<file path="config.mk">
export PLATFORM = sky130hd
export DESIGN_NAME = shot_sequencer
export DESIGN_NICKNAME = d
export VERILOG_FILES = /design/src/rtl/shot_pkg.sv /design/src/rtl/ball_popcount.sv /design/src/rtl/shot_sequencer.sv
export SDC_FILE = /design/constraint.sdc
export NUM_CORES = 1
export LEC_CHECK = 0
export ABC_AREA = 1
export CORE_MARGIN = 4
export CORE_UTILIZATION = 35
export DETAILED_ROUTE_END_ITERATION = 12
export GPL_ROUTABILITY_DRIVEN = 0
export PLACE_DENSITY_LB_ADDON = 0.12
export SLEW_MARGIN = 20
export SYNTH_ARGS = -nofsm -noshare
export SYNTH_HDL_FRONTEND = slang
export SYNTH_HIERARCHICAL = 1
export SYNTH_SLANG_ARGS = --single-unit
</file>
<file path="constraint.sdc">
create_clock -name clk -period 6 [get_ports clk]
set_input_delay 1.8 -clock clk [delete_from_list [all_inputs] [get_ports clk]]
set_output_delay 1.8 -clock clk [all_outputs]
set_load 0.01 [all_outputs]
</file>
<file path="src/rtl/shot_pkg.sv">
// Shared types and widths for the billiard turn controller.
// Holds the FSM encoding and score saturation helper.
package shot_pkg;

  typedef enum logic [2:0] {
    AIM       = 3'd0,
    CHARGE    = 3'd1,
    STRIKE    = 3'd2,
    ROLL      = 3'd3,
    EVAL      = 3'd4,
    GAME_OVER = 3'd5
  } state_t;

  localparam int SCORE_W = 4;
  localparam int POWER_W = 5;

  localparam logic [SCORE_W-1:0] SCORE_MAX = '1;

  function automatic logic [SCORE_W-1:0] sat_score(
    input logic [SCORE_W:0] s
  );
    return s[SCORE_W] ? SCORE_MAX : s[SCORE_W-1:0];
  endfunction

endpackage

</file>
<file path="src/rtl/ball_popcount.sv">
// Combinational bit counter over the object-ball mask.
// Used to count newly pocketed balls in one evaluation.
module ball_popcount #(
  parameter int W  = 3,
  parameter int CW = $clog2(W+1)
) (
  input  logic [W-1:0]  i_bits,
  output logic [CW-1:0] o_count
);

  always_comb begin
    o_count = '0;
    for (int i = 0; i < W; i++)
      o_count = o_count + CW'(i_bits[i]);
  end

endmodule

</file>
<file path="src/rtl/shot_sequencer.sv">
// Turn-level billiard controller: cue charge, strike, settle wait,
// pocket evaluation, scoring, turn hand-over and game-over detection.
module shot_sequencer
  import shot_pkg::*;
#(
  parameter int NUM_BALLS     = 4,
  parameter int SETTLE_FRAMES = 8,
  parameter int MAX_POWER     = 24,
  parameter int POWER_STEP    = 1,
  parameter int VEL_SCALE     = 4,
  parameter int ROLL_TIMEOUT  = 1800
) (
  input  logic                 clk,
  input  logic                 resetN,
  input  logic                 startOfFrame,
  input  logic                 shoot_btn,
  input  logic signed [31:0]   aim_dx,
  input  logic signed [31:0]   aim_dy,
  input  logic [NUM_BALLS-1:0] ball_moving,
  input  logic [NUM_BALLS-1:0] scored,
  output logic                 strike,
  output logic signed [31:0]   strike_velocityX,
  output logic signed [31:0]   strike_velocityY,
  output logic                 white_respawn,
  output logic                 current_player,
  output logic [SCORE_W-1:0]   score_p0,
  output logic [SCORE_W-1:0]   score_p1,
  output logic [POWER_W-1:0]   power,
  output logic [2:0]           state_o,
  output logic                 game_over
);

  localparam int CW = $clog2(NUM_BALLS);
  localparam int SW = $clog2(SETTLE_FRAMES+1);
  localparam int FW = $clog2(ROLL_TIMEOUT+1);
  localparam logic [SW-1:0] SETTLE_END = SW'(SETTLE_FRAMES);
  localparam logic [FW-1:0] FRAME_END  = FW'(ROLL_TIMEOUT);
  localparam logic [POWER_W:0] PMAX  = (POWER_W+1)'(MAX_POWER);
  localparam logic [POWER_W:0] PSTEP = (POWER_W+1)'(POWER_STEP);

  state_t r_state, w_next;

  logic                 r_btn_prev;
  logic [POWER_W-1:0]   r_power;
  logic signed [31:0]   r_vx, r_vy;
  logic [NUM_BALLS-1:0] r_shot, r_pocketed;
  logic [SW-1:0]        r_settle;
  logic [FW-1:0]        r_frame;
  logic [SCORE_W-1:0]   r_score0, r_score1;
  logic                 r_player;
  logic                 r_respawn;

  logic                 w_press;
  logic [NUM_BALLS-1:0] w_shot, w_pocketed_nxt;
  logic [NUM_BALLS-2:0] w_new;
  logic [CW-1:0]        w_n;
  logic                 w_foul, w_all;
  logic [SW-1:0]        w_settle_nxt;
  logic [FW-1:0]        w_frame_nxt;
  logic                 w_roll_done;
  logic [POWER_W:0]     w_pinc;
  logic [POWER_W-1:0]   w_pow_nxt;
  logic signed [31:0]   w_pow_s, w_vx, w_vy;
  logic [SCORE_W:0]     w_sum;

  assign w_press = shoot_btn & ~r_btn_prev & ~|ball_moving;

  // Pocket pulses landing in the EVAL cycle still count for this shot.
  assign w_shot = r_shot | scored;
  assign w_new  = w_shot[NUM_BALLS-1:1] & ~r_pocketed[NUM_BALLS-1:1];
  assign w_foul = w_shot[0];
  assign w_pocketed_nxt = r_pocketed | {w_shot[NUM_BALLS-1:1], 1'b0};
  assign w_all  = &w_pocketed_nxt[NUM_BALLS-1:1];

  ball_popcount #(
    .W  (NUM_BALLS-1),
    .CW (CW)
  ) u_pop (
    .i_bits  (w_new),
    .o_count (w_n)
  );

  assign w_settle_nxt = |ball_moving ? '0 : r_settle + SW'(1);
  assign w_frame_nxt  = r_frame + FW'(1);
  assign w_roll_done  = startOfFrame &&
                        (w_settle_nxt == SETTLE_END ||
                         w_frame_nxt == FRAME_END);

  assign w_pinc    = {1'b0, r_power} + PSTEP;
  assign w_pow_nxt = (w_pinc > PMAX) ? PMAX[POWER_W-1:0]
                                     : w_pinc[POWER_W-1:0];

  assign w_pow_s = {{(32-POWER_W){1'b0}}, r_power};
  assign w_vx    = w_pow_s * aim_dx * VEL_SCALE;
  assign w_vy    = w_pow_s * aim_dy * VEL_SCALE;

  assign w_sum = {1'b0, r_player ? r_score1 : r_score0}
               + (SCORE_W+1)'(w_n);

  always_ff @(posedge clk or negedge resetN) begin
    if (!resetN) r_state <= AIM;
    else         r_state <= w_next;
  end

  always_comb begin
    w_next = r_state;
    unique case (r_state)
      AIM:       if (w_press) w_next = CHARGE;
      CHARGE:    if (!shoot_btn)
                   w_next = (r_power == '0) ? AIM : STRIKE;
      STRIKE:    w_next = ROLL;
      ROLL:      if (w_roll_done) w_next = EVAL;
      EVAL:      w_next = w_all ? GAME_OVER : AIM;
      GAME_OVER: w_next = GAME_OVER;
      default:   w_next = AIM;
    endcase
  end

  always_comb begin
    strike           = (r_state == STRIKE);
    game_over        = (r_state == GAME_OVER);
    state_o          = r_state;
    strike_velocityX = r_vx;
    strike_velocityY = r_vy;
    white_respawn    = r_respawn;
    current_player   = r_player;
    score_p0         = r_score0;
    score_p1         = r_score1;
    power            = r_power;
  end

  always_ff @(posedge clk or negedge resetN) begin
    if (!resetN) begin
      r_btn_prev <= 1'b0;
      r_power    <= '0;
      r_vx       <= '0;
      r_vy       <= '0;
      r_shot     <= '0;
      r_pocketed <= '0;
      r_settle   <= '0;
      r_frame    <= '0;
      r_score0   <= '0;
      r_score1   <= '0;
      r_player   <= 1'b0;
      r_respawn  <= 1'b0;
    end else begin
      r_btn_prev <= shoot_btn;
      r_respawn  <= (r_state == EVAL) && w_foul;
      unique case (r_state)
        AIM: if (w_press) r_power <= '0;
        CHARGE: begin
          // Release wins over a coincident frame tick.
          if (!shoot_btn) begin
            if (r_power != '0) begin
              r_vx <= w_vx;
              r_vy <= w_vy;
            end
          end else if (startOfFrame) begin
            r_power <= w_pow_nxt;
          end
        end
        STRIKE: begin
          r_shot   <= scored;
          r_settle <= '0;
          r_frame  <= '0;
        end
        ROLL: begin
          r_shot <= w_shot;
          if (startOfFrame) begin
            r_settle <= w_settle_nxt;
            r_frame  <= w_frame_nxt;
          end
          if (w_roll_done) r_power <= '0;
        end
        EVAL: begin
          r_pocketed <= w_pocketed_nxt;
          r_shot     <= w_shot;
          if (!w_foul && w_n != '0) begin
            if (r_player) r_score1 <= sat_score(w_sum);
            else          r_score0 <= sat_score(w_sum);
          end
          if (w_foul || w_n == '0) r_player <= ~r_player;
        end
        default: ;
      endcase
    end
  end

endmodule

</file>
==> qor.txt <==
sequential area share after synthesis: 17.2%
grt met3 use: 2.50%
fin crit share: 92.6%
Worst-Skew Late Latency: 0.38 ns
RSZ-0062 raised after global routing: false
worst-case clock skew: 0.0132 ns
GRT Util Overall: 17.8%
R2R Path End: strike_velocityX[24]
Worst R2R Start: power[0]
Yosys reg bits: 101
Synth warnings: 6
startpoint types: input port
root buffer cell: clkbuf_16
htree depth: 3
DR vias: 13031
routed length per instance: 14.0 um
hpwl dp: 32700 um
Layout area overhead: 17.2%
Syn Std Cell Area: 14700 um2
flop2flop setup slack: 1.24 ns
status: completed
Initial Util: 35.7%
Synth Flop Type: dfrtp_1
WHS: 0.482 ns
GRT overflow: 0
hold_buf cts: 0
critical path capture point type: register
clock slew at reported path FFs: 0.07 ns
Pwr Density: 211 nW/um2
CTS max path bufs: 2
required time of the worst setup path: 6.27 ns
via/cell ratio: 4.61
vias in the first global route: 12672
die height: 213 um
CP startpoint: aim_dy[16]
antenna viol nets, final: 0
leakage: 10.7 nW
Gate Count Post-Synth: 2147
DP Area: 16900 um2
Pre-antenna DRT Iters: 5
Min-Delay Startpoint: strike_velocityY[15]
Slowest cell on crit path: clkdlybuf4s50_1
min-delay worst type: register to register
PostCTS Resize Cnt: 0
largest net degree at the start of global routing: 57
CTS sink cnt: 101
hold path cells: 2
number of diodes: 0
final instance area: 17200 um2
antenna violations before repair: 4
worst-path fanout max: 5
Arrival @ worst endpoint: 5.83 ns
CTS tree: done
critical-path cell list: clkdlybuf4s50_1, nand2_1, inv_1, fa_1, fa_1, inv_1, fa_1, inv_1, ha_1, a21oi_1, o21ai_0, a21oi_1, nand3_1, a21oi_1, nand2_1, nand3_1, nand2_1
FP Rows: 74
Rel. slew slack: 29.9%
total power: 3.63 mW
MaxCap Viol Count: 0
CORE AREA: 41100 um2
setup TNS: 0 ns
Slew Viols, Final: 0
synth unique cells: 43
Async SR Flop Fraction: 100%
DR iter-0 viols: 903
Core Util, Final: 41.8%
critical path type: input port to register
Min-Delay Endpoint: strike_velocityY[15]
Critical Path Max Stage Delay: 0.56 ns
number of synthesized flops with an enable pin: 0
# nets final: 2640
Setup-failing EPs final: 0
crit path buf inv count: 4
Chip Width: 213 um
Post-CTS Setup Inserts: 0
most crowded layer after global routing: met2
port bufs: 151
maximum clock frequency: 180 MHz
DIE AREA: 45300 um2
delay-heaviest family, CP: adder cells
first-pass GRT wire length: 65600 um
met2 Usage GRT: 27.5%
Detailed Route WL: 39600 um
Final min period: 5.56 ns
VDD IR max: 0.159 mV
final hold vios: 0
synthesized area per cell: 6.83 um2
# IOs: 160
share of cells above drive strength 1: 3.62%
met1 Usage GRT: 26.9%
FF-to-FF path depth: 16
CTS Buf Count: 9
Slew @ Worst Pin: 1.05 ns
DRC violations left: 0
-- registers in the layout (all words and copies together) (netlist names), 4 cells and up --
signal,flops
power,5
strike_velocityY,30
r_shot,4
score_p0,4
r_settle,4
score_p1,4
strike_velocityX,30
r_frame,11
-- layout by cell type (no fill, tap or decap), drive strengths merged --
| master | count |
|---|---|
| o21bai | 5 |
| fa | 156 |
| and3 | 2 |
| o31ai | 3 |
| xnor2 | 20 |
| clkdlybuf4s50 | 150 |
| nand3 | 87 |
| ha | 119 |
| nand2 | 601 |
| mux2i | 1 |
| nor3 | 15 |
| nand4 | 27 |
| dfrtp | 101 |
| nor2 | 103 |
| clkbuf | 10 |
| a21o | 3 |
| o21ai | 93 |
| xor2 | 21 |
| inv | 633 |
| conb | 4 |
| a31oi | 9 |
| clkinvlp | 1 |
| or2 | 14 |
| clkinv | 1 |
| a211oi | 3 |
| buf | 29 |
| nor4 | 2 |
| a21oi | 70 |
| a21boi | 3 |
| o32ai | 1 |
| o22ai | 6 |
| nand3b | 1 |
-- per-stage QoR --
stage	setup WS, ns	instances
5_1_grt	0.156	2826
2_1_floorplan	1.02	2150
3_5_place_dp	0.0963	2810
4_1_cts	0.500	2826
3_3_place_gp	0.0724	2810
6_report	0.442	2826
-- cell type report --
| class | instances | area [um2] |
|---|---|---|
| fillers | 4386 | 23900 |
| multi-input cells | 1369 | 9590 |
| flip-flops and latches | 101 | 2530 |
| inverters | 629 | 2360 |
| repair buffers | 179 | 1760 |
| well taps | 532 | 666 |
| clock buffers | 10 | 239 |
| clock inverters | 6 | 61.3 |
-- metal layers --
| metal | part of all wire, % | up-vias |
|---|---|---|
| met3 | 5.1 | 21 |
| li1 | - | 6593 |
| met4 | 0.97 | 6 |
| met1 | 51 | 6131 |
| met2 | 43 | 280 |
| met5 | 0.11 | - |
-- worst max-delay path by stage --
| stage | to | slack [ns] | cells after the start |
|---|---|---|---|
| floorplan | strike_velocityX[26] | 1.02 | 17 |
| global placement | strike_velocityY[30] | 0.07 | 18 |
| detailed placement | strike_velocityY[30] | 0.1 | 17 |
| CTS | strike_velocityY[30] | 0.50 | 17 |
| global route | strike_velocityY[30] | 0.16 | 19 |
| finish | strike_velocityY[30] | 0.44 | 17 |
-- synth_stat cells, types with 2 or more instances --
master / number / area share (%)
clkbuf_1: 19 / 0.49
a21o_1: 3 / 0.15
nand2_1: 598 / 15
nand2_4: 2 / 0.15
buf_4: 4 / 0.20
xor2_1: 20 / 1.2
dfrtp_1: 101 / 17
buf_2: 14 / 0.48
a211oi_1: 2 / 0.10
and3_1: 2 / 0.085
o21ai_0: 88 / 3.0
nor2_2: 3 / 0.13
inv_1: 624 / 16
or2_2: 14 / 0.60
buf_1: 14 / 0.36
xnor2_1: 20 / 1.2
a21oi_1: 70 / 2.4
o21ai_1: 4 / 0.14
o22ai_1: 6 / 0.26
o31ai_1: 2 / 0.10
nor2_1: 99 / 2.5
inv_2: 5 / 0.13
nand4_1: 27 / 1.2
nor3_1: 15 / 0.51
a21boi_0: 3 / 0.15
ha_1: 119 / 10
nand3_1: 85 / 2.9
nor4_1: 2 / 0.085
o21bai_1: 5 / 0.26
a31oi_1: 9 / 0.38
fa_1: 156 / 21
-- cell families (layout without fill, tap and decap cells) --
group                      Yosys count  in the layout  share of synthesized area, %
and+or+nand+nor                    852            852                          23.9
buffers and inverters              680            824                          17.6
adders and majority gates          275            275                          31.4
AOI/OAI and AO/OA                  196            196                          7.28
DFF                                101            101                          17.2
xor gates and xnor gates            41             41                          2.50
other                                1              4                        0.0256
muxes                                1              1                        0.0682
-- where the power goes --
part | switching, mW | internal (mW) | total, mW | leakage [nW]
clock network | 0.314 | 0.306 | 0.620 | 0.147
logic | 1.10 | 0.862 | 1.96 | 9.24
registers | 0.193 | 0.860 | 1.05 | 1.36
total | 1.61 | 2.03 | 3.63 | 10.7
-- worst reg2reg max path, cell delays in order (launching register included) --
cell and delay (ns):
dfrtp_2 0.98, buf_4 0.37, nand2_1 0.08, inv_1 0.07
fa_1 0.43, fa_1 0.49, inv_1 0.05, fa_1 0.52
inv_1 0.04, ha_1 0.35, a21oi_1 0.29, o21ai_0 0.19
a21oi_1 0.18, nand3_1 0.11, or2_2 0.28, nand3_1 0.14
nand2_1 0.07
Power figures use the tool's default switching activity.
